### config.mk
export PLATFORM = sky130hd
export DESIGN_NAME = ddr_port_tester
export DESIGN_NICKNAME = d
export VERILOG_FILES = /design/src/rtl/ddr_port_tester.sv
export SDC_FILE = /design/constraint.sdc
export NUM_CORES = 1
export LEC_CHECK = 0
export BUFFER_PORTS_ARGS = -buffer_cell sky130_fd_sc_hd__buf_2
export CAP_MARGIN = 0
export CORE_MARGIN = 2
export CORE_UTILIZATION = 58
export CTS_CLUSTER_DIAMETER = 150
export DETAILED_ROUTE_END_ITERATION = 12
export GPL_ROUTABILITY_DRIVEN = 1
export PLACE_DENSITY_LB_ADDON = 0.15
export RECOVER_POWER = 25
export SYNTH_ARGS = -nofsm -noshare
export SYNTH_HDL_FRONTEND = slang
export SYNTH_SLANG_ARGS = --single-unit
### constraint.sdc
create_clock -name clk -period 12.2 [get_ports clk]
set_input_delay 2.44 -clock clk [delete_from_list [all_inputs] [get_ports clk]]
set_output_delay 2.44 -clock clk [all_outputs]
set_load 0.005 [all_outputs]
### src/rtl/ddr_port_tester.sv
// Self-checking traffic generator for one MIG user port: fills bursts with a
// selectable pattern, writes them, reads them back and compares every word.
module ddr_port_tester #(
  parameter int DATA_W     = 64,
  parameter int ADDR_W     = 30,
  parameter int BL         = 16,
  parameter int NUM_BURSTS = 4,
  parameter int BASE_ADDR  = 0,
  parameter int TIMEOUT_W  = 12
) (
  input  logic                  clk,
  input  logic                  reset,
  input  logic                  calib_done,
  input  logic                  start,
  input  logic                  loop_en,
  input  logic [1:0]            mode,
  output logic                  cmd_en,
  output logic [2:0]            cmd_instr,
  output logic [5:0]            cmd_bl,
  output logic [ADDR_W-1:0]     cmd_byte_addr,
  input  logic                  cmd_full,
  output logic                  wr_en,
  output logic [DATA_W-1:0]     wr_data,
  output logic [DATA_W/8-1:0]   wr_mask,
  input  logic                  wr_full,
  output logic                  rd_en,
  input  logic [DATA_W-1:0]     rd_data,
  input  logic                  rd_empty,
  output logic                  busy,
  output logic                  done,
  output logic                  pass,
  output logic                  timeout,
  output logic [15:0]           err_count,
  output logic [ADDR_W-1:0]     first_err_addr,
  output logic [15:0]           pass_count
);
  localparam int BYTES = DATA_W / 8;
  localparam int WW    = $clog2(BL + 1);
  localparam int BW    = $clog2(NUM_BURSTS + 1);
  localparam logic [WW-1:0]        W_LAST  = WW'(BL - 1);
  localparam logic [BW-1:0]        B_LAST  = BW'(NUM_BURSTS - 1);
  localparam logic [TIMEOUT_W-1:0] WD_LAST = {{(TIMEOUT_W-1){1'b1}}, 1'b0};
  localparam logic [DATA_W-1:0]    ONE     = {{(DATA_W-1){1'b0}}, 1'b1};

  typedef enum logic [2:0] {
    S_IDLE, S_WAIT_CAL, S_FILL, S_WR_CMD, S_RD_CMD, S_DRAIN, S_DONE, S_ERR_TO
  } state_t;

  state_t                state_q, state_d;
  logic [BW-1:0]         b_q, b_d;
  logic [WW-1:0]         w_q, w_d;
  logic [1:0]            mode_q, mode_d;
  logic [TIMEOUT_W-1:0]  wd_q, wd_d;
  logic [15:0]           err_q, err_d, pc_q, pc_d;
  logic [ADDR_W-1:0]     first_q, first_d;
  logic                  to_q, to_d;
  logic                  cal_s1_q, cal_s2_q;
  logic                  busy_q, done_q, pass_q;
  logic [DATA_W-1:0]     wr_data_q, wr_data_d;
  logic [2:0]            cmd_instr_q;
  logic [5:0]            cmd_bl_q;
  logic [ADDR_W-1:0]     cmd_addr_q, cmd_addr_d;

  function automatic logic [ADDR_W-1:0] word_addr(logic [BW-1:0] b, logic [WW-1:0] w);
    logic [31:0] n;
    n = 32'(b) * 32'(BL) + 32'(w);
    return ADDR_W'(BASE_ADDR) + ADDR_W'(n * 32'(BYTES));
  endfunction

  function automatic logic [DATA_W-1:0] pattern(logic [1:0] m, logic [BW-1:0] b,
                                                logic [WW-1:0] w);
    logic [31:0]       n;
    logic [DATA_W-1:0] p;
    n = 32'(b) * 32'(BL) + 32'(w);
    case (m)
      2'd0:    p = DATA_W'(n);
      2'd1:    p = DATA_W'(word_addr(b, w));
      2'd2:    p = ~DATA_W'(word_addr(b, w));
      default: p = ONE << (n % 32'(DATA_W));
    endcase
    return p;
  endfunction

  always_comb begin
    state_d = state_q;
    b_d     = b_q;
    w_d     = w_q;
    mode_d  = mode_q;
    wd_d    = '0;
    err_d   = err_q;
    first_d = first_q;
    to_d    = to_q;
    pc_d    = pc_q;
    cmd_en  = 1'b0;
    wr_en   = 1'b0;
    rd_en   = 1'b0;
    case (state_q)
      S_IDLE, S_DONE: begin
        if (start) begin
          err_d   = '0;
          first_d = '0;
          to_d    = 1'b0;
          pc_d    = '0;
          b_d     = '0;
          w_d     = '0;
          mode_d  = mode;
          state_d = S_WAIT_CAL;
        end
      end
      S_WAIT_CAL: if (cal_s2_q) state_d = S_FILL;
      S_FILL: begin
        wr_en = !wr_full;
        if (wr_en) begin
          if (w_q == W_LAST) begin
            w_d     = '0;
            state_d = S_WR_CMD;
          end else begin
            w_d = w_q + WW'(1);
          end
        end
      end
      S_WR_CMD: begin
        cmd_en = !cmd_full;
        if (cmd_en) state_d = S_RD_CMD;
      end
      S_RD_CMD: begin
        cmd_en = !cmd_full;
        if (cmd_en) state_d = S_DRAIN;
      end
      S_DRAIN: begin
        rd_en = !rd_empty;
        if (rd_en) begin
          // first_err_addr only latches while the error count is still zero
          if (rd_data != pattern(mode_q, b_q, w_q)) begin
            if (err_q != 16'hFFFF) err_d = err_q + 16'd1;
            if (err_q == 16'd0) first_d = word_addr(b_q, w_q);
          end
          if (w_q == W_LAST) begin
            w_d = '0;
            if (b_q == B_LAST) begin
              b_d     = '0;
              pc_d    = pc_q + 16'd1;
              state_d = loop_en ? S_FILL : S_DONE;
            end else begin
              b_d     = b_q + BW'(1);
              state_d = S_FILL;
            end
          end else begin
            w_d = w_q + WW'(1);
          end
        end else if (wd_q == WD_LAST) begin
          to_d    = 1'b1;
          state_d = S_ERR_TO;
        end else begin
          wd_d = wd_q + TIMEOUT_W'(1);
        end
      end
      S_ERR_TO: ;
      default: state_d = S_IDLE;
    endcase
  end

  // Registered outputs are precomputed from next-state values so they line up
  // with the state they belong to.
  assign wr_data_d  = pattern(mode_d, b_d, w_d);
  assign cmd_addr_d = word_addr(b_d, '0);

  always_ff @(posedge clk or posedge reset) begin
    if (reset) begin
      state_q     <= S_IDLE;
      b_q         <= '0;
      w_q         <= '0;
      mode_q      <= '0;
      wd_q        <= '0;
      err_q       <= '0;
      first_q     <= '0;
      to_q        <= 1'b0;
      pc_q        <= '0;
      cal_s1_q    <= 1'b0;
      cal_s2_q    <= 1'b0;
      busy_q      <= 1'b0;
      done_q      <= 1'b0;
      pass_q      <= 1'b0;
      wr_data_q   <= '0;
      cmd_instr_q <= 3'b000;
      cmd_bl_q    <= '0;
      cmd_addr_q  <= '0;
    end else begin
      state_q     <= state_d;
      b_q         <= b_d;
      w_q         <= w_d;
      mode_q      <= mode_d;
      wd_q        <= wd_d;
      err_q       <= err_d;
      first_q     <= first_d;
      to_q        <= to_d;
      pc_q        <= pc_d;
      cal_s1_q    <= calib_done;
      cal_s2_q    <= cal_s1_q;
      busy_q      <= (state_d != S_IDLE) && (state_d != S_DONE);
      done_q      <= (state_d == S_DONE);
      pass_q      <= (state_d == S_DONE) && (err_d == 16'd0) && !to_d;
      wr_data_q   <= wr_data_d;
      cmd_instr_q <= (state_d == S_RD_CMD) ? 3'b001 : 3'b000;
      cmd_bl_q    <= 6'(BL - 1);
      cmd_addr_q  <= cmd_addr_d;
    end
  end

  assign cmd_instr      = cmd_instr_q;
  assign cmd_bl         = cmd_bl_q;
  assign cmd_byte_addr  = cmd_addr_q;
  assign wr_data        = wr_data_q;
  assign wr_mask        = '0;
  assign busy           = busy_q;
  assign done           = done_q;
  assign pass           = pass_q;
  assign timeout        = to_q;
  assign err_count      = err_q;
  assign first_err_addr = first_q;
  assign pass_count     = pc_q;
endmodule
==> metrics.yaml <==
hold_viol_final: 0
clk_latency_ps: 430
period_needed_ps: 6130
numCtsBuffers: 17
grt_max_degree: 72
grt.overflow.total: 0
post-route-period-util_pct: 50.3
worstSetupStartpointType: "primary input"
cts_hold_buf: 0
grtUsageMet1_pct: 42.6
netlist_area_um2: 9110
final_cell_mix: "buf_2, dfrtp_1, o21ai_0, nor2_1, nand2_1"
use_met2_pct: 51.7
end_kind: "flop"
first_iter_violations: 909
grt.busiest_layer: "met2"
synth_cells: 1069
critPathMaxFanout: 15
setup_viol: 0
ys.flop_type: "dfrtp_1"
cts_setup_buffers: 0
start_util_pct: 59.7
p_leak_uw: 0.00482
grt_pass1_vias: 8223
power_density_nw_per_um2: 192
violations: "max-capacitance violations, max-slew violations"
via_per_inst: 6.17
path_class: "in2reg"
drc: 0
hpwl_mm: 19.1
dieArea_um2: 16700
core_um2: 15300
dieWidth_um: 129
hold_class: "reg2reg"
crit_arrival_ps: 6480
postSynthAreaPerCell_um2: 8.52
ys_types: 82
synth_edf_count: 0
yosysSeqAreaShare_pct: 37.6
grtUsageMet3_pct: 6.61
status: "finished, violations left"
worst_ep_required_time_ps: 12550
maxSlewHeadroom_pct: -93.5
fillers: 1302
first_pass_iters: 6
routabilityCongestion: 0.970
fmax_mhz: 163
route.vias.total: 8953
ys_ff_latch: 137
ctsResizeCount: 0
cts_tree: "yes"
drtAntennaViolNets: 0
routed_wl_mm: 27.1
drive_gt1_share_pct: 20.2
setup_tns_ps: 0
grt_pass1_wl_mm: 42.2
hold_ws_ps: 353
synth-async-reset-ratio_pct: 100
finalMaxSlewViolations: 68
finClkSkew_ps: 16.7
die_h_um: 129
cts_sinks: 137
rsz0062_at_grt: "false"
boundaryPins: 254
clock_path_buffers: 2
path_clk_slew_ps: 60
area_delta_synth_final_pct: 15.5
ir_worst_vdd_mv: 0.135
antenna_found_initial: 0
nets: 1316
track_usage_pct: 32.2
ys_warn_count: 0
htreeDepth: 4
fp-row-count: 45
avgRoutedWirePerCell_um: 18.7
cap_viol_max_count: 1
rrSetupSlack_ps: 6260
clockRootBuffer: "clkbuf_16"
tightest_slew_ps: 2890
io_buffer_count: 192
final_common_cell: "buf_2"
## metrics by stage
step	setup slack [ps]	util, %	total power, uW	cell area, um2	std cells
floorplan	6090	-	1220	9340	1129
global placement	5850	65.2	1480	9940	1418
detailed placement	5760	65.2	1500	9940	1418
CTS	6170	69.1	2010	10500	1450
global route	5890	68.9	2150	10500	1450
finish	6070	69.0	2020	10500	1451
## worst max-delay path, cell delays in order
cell and delay, ps:
buf_2 100, nand2b_1 120, a2bb2oi_1 170, a21oi_1 110
or3_1 390, or4_1 500, or4_1 710, nor2_1 810
mux2_2 410, a32o_1 210, nor4_1 280, and4_1 220
## synth_stat cells, types with 21 or more instances
master      n  area, um2
nor3_1     29        145
xor2_1     25        219
nand3_1    40        200
buf_4      64        480
nand2b_1   22        138
dfrtp_1   137       3430
nand2_1    75        282
inv_1      28        105
nand4_1    21        131
o21ai_0   100        500
nor2_1     82        308
clkbuf_1   53        199
a21oi_1    44        220
## logic make-up after synthesis
| group | after synthesis | synth area share, % |
|---|---|---|
| AOI/OAI and AO/OA | 310 | 22.2 |
| xor gates and xnor gates | 36 | 3.63 |
| adders and majority gates | 16 | 2.20 |
| buffers and inverters | 160 | 9.38 |
| DFF | 137 | 37.6 |
| muxes | 18 | 2.07 |
| other | 2 | 0.0824 |
| and+or+nand+nor | 390 | 22.8 |
## report_power, final
part / internal [uW] / total, uW / switching [uW] / leakage [uW]
clock network: 275 / 503 / 228 / 0.000285
logic: 310 / 892 / 582 / 0.00271
registers: 564 / 622 / 57.8 / 0.00183
## worst paths after layout
path                                         endpoint  depth (start not counted)                from
setup / recovery                       pass$_DFF_PP0_                         12         rd_data[30]
hold / removal                     cal_s2_q$_DFF_PP0_                          0  cal_s1_q$_DFF_PP0_
setup reg to reg                       pass$_DFF_PP0_                         13    w_q[0]$_DFF_PP0_
hold reg to reg                    cal_s2_q$_DFF_PP0_                          0  cal_s1_q$_DFF_PP0_
max in group asynchronous  pass_count[11]$_DFFE_PP0P_                          3               reset
min in group asynchronous       wr_data[23]$_DFF_PP0_                          2               reset
## registers in the layout (all words and copies together) (netlist names), 2 cells and up
register and flops:
err_count 16, wd_q 12, pass_count 16, mode_q 2
cmd_byte_addr 3, first_err_addr 8, wr_data 64, state_q 3
w_q 5
## final cells by class
type | count | area (um2) | area share [%]
multi-input cells | 832 | 5060 | 48.1
clock inverters | 15 | 171 | 1.63
repair buffers | 206 | 1050 | 9.98
well taps | 211 | 264 | 2.51
diodes | 1 | 2.50 | 0.0238
flip-flops and latches | 137 | 3430 | 32.6
inverters | 32 | 121 | 1.15
clock buffers | 17 | 425 | 4.04
## layer usage
| layer | up-vias | wire length [um] |
|---|---|---|
| met5 | - | 0 |
| met4 | 0 | 858 |
| met3 | 64 | 2530 |
| met2 | 505 | 12900 |
| met1 | 4258 | 10900 |
| li1 | 4126 | - |
Power figures use the tool's default switching activity.
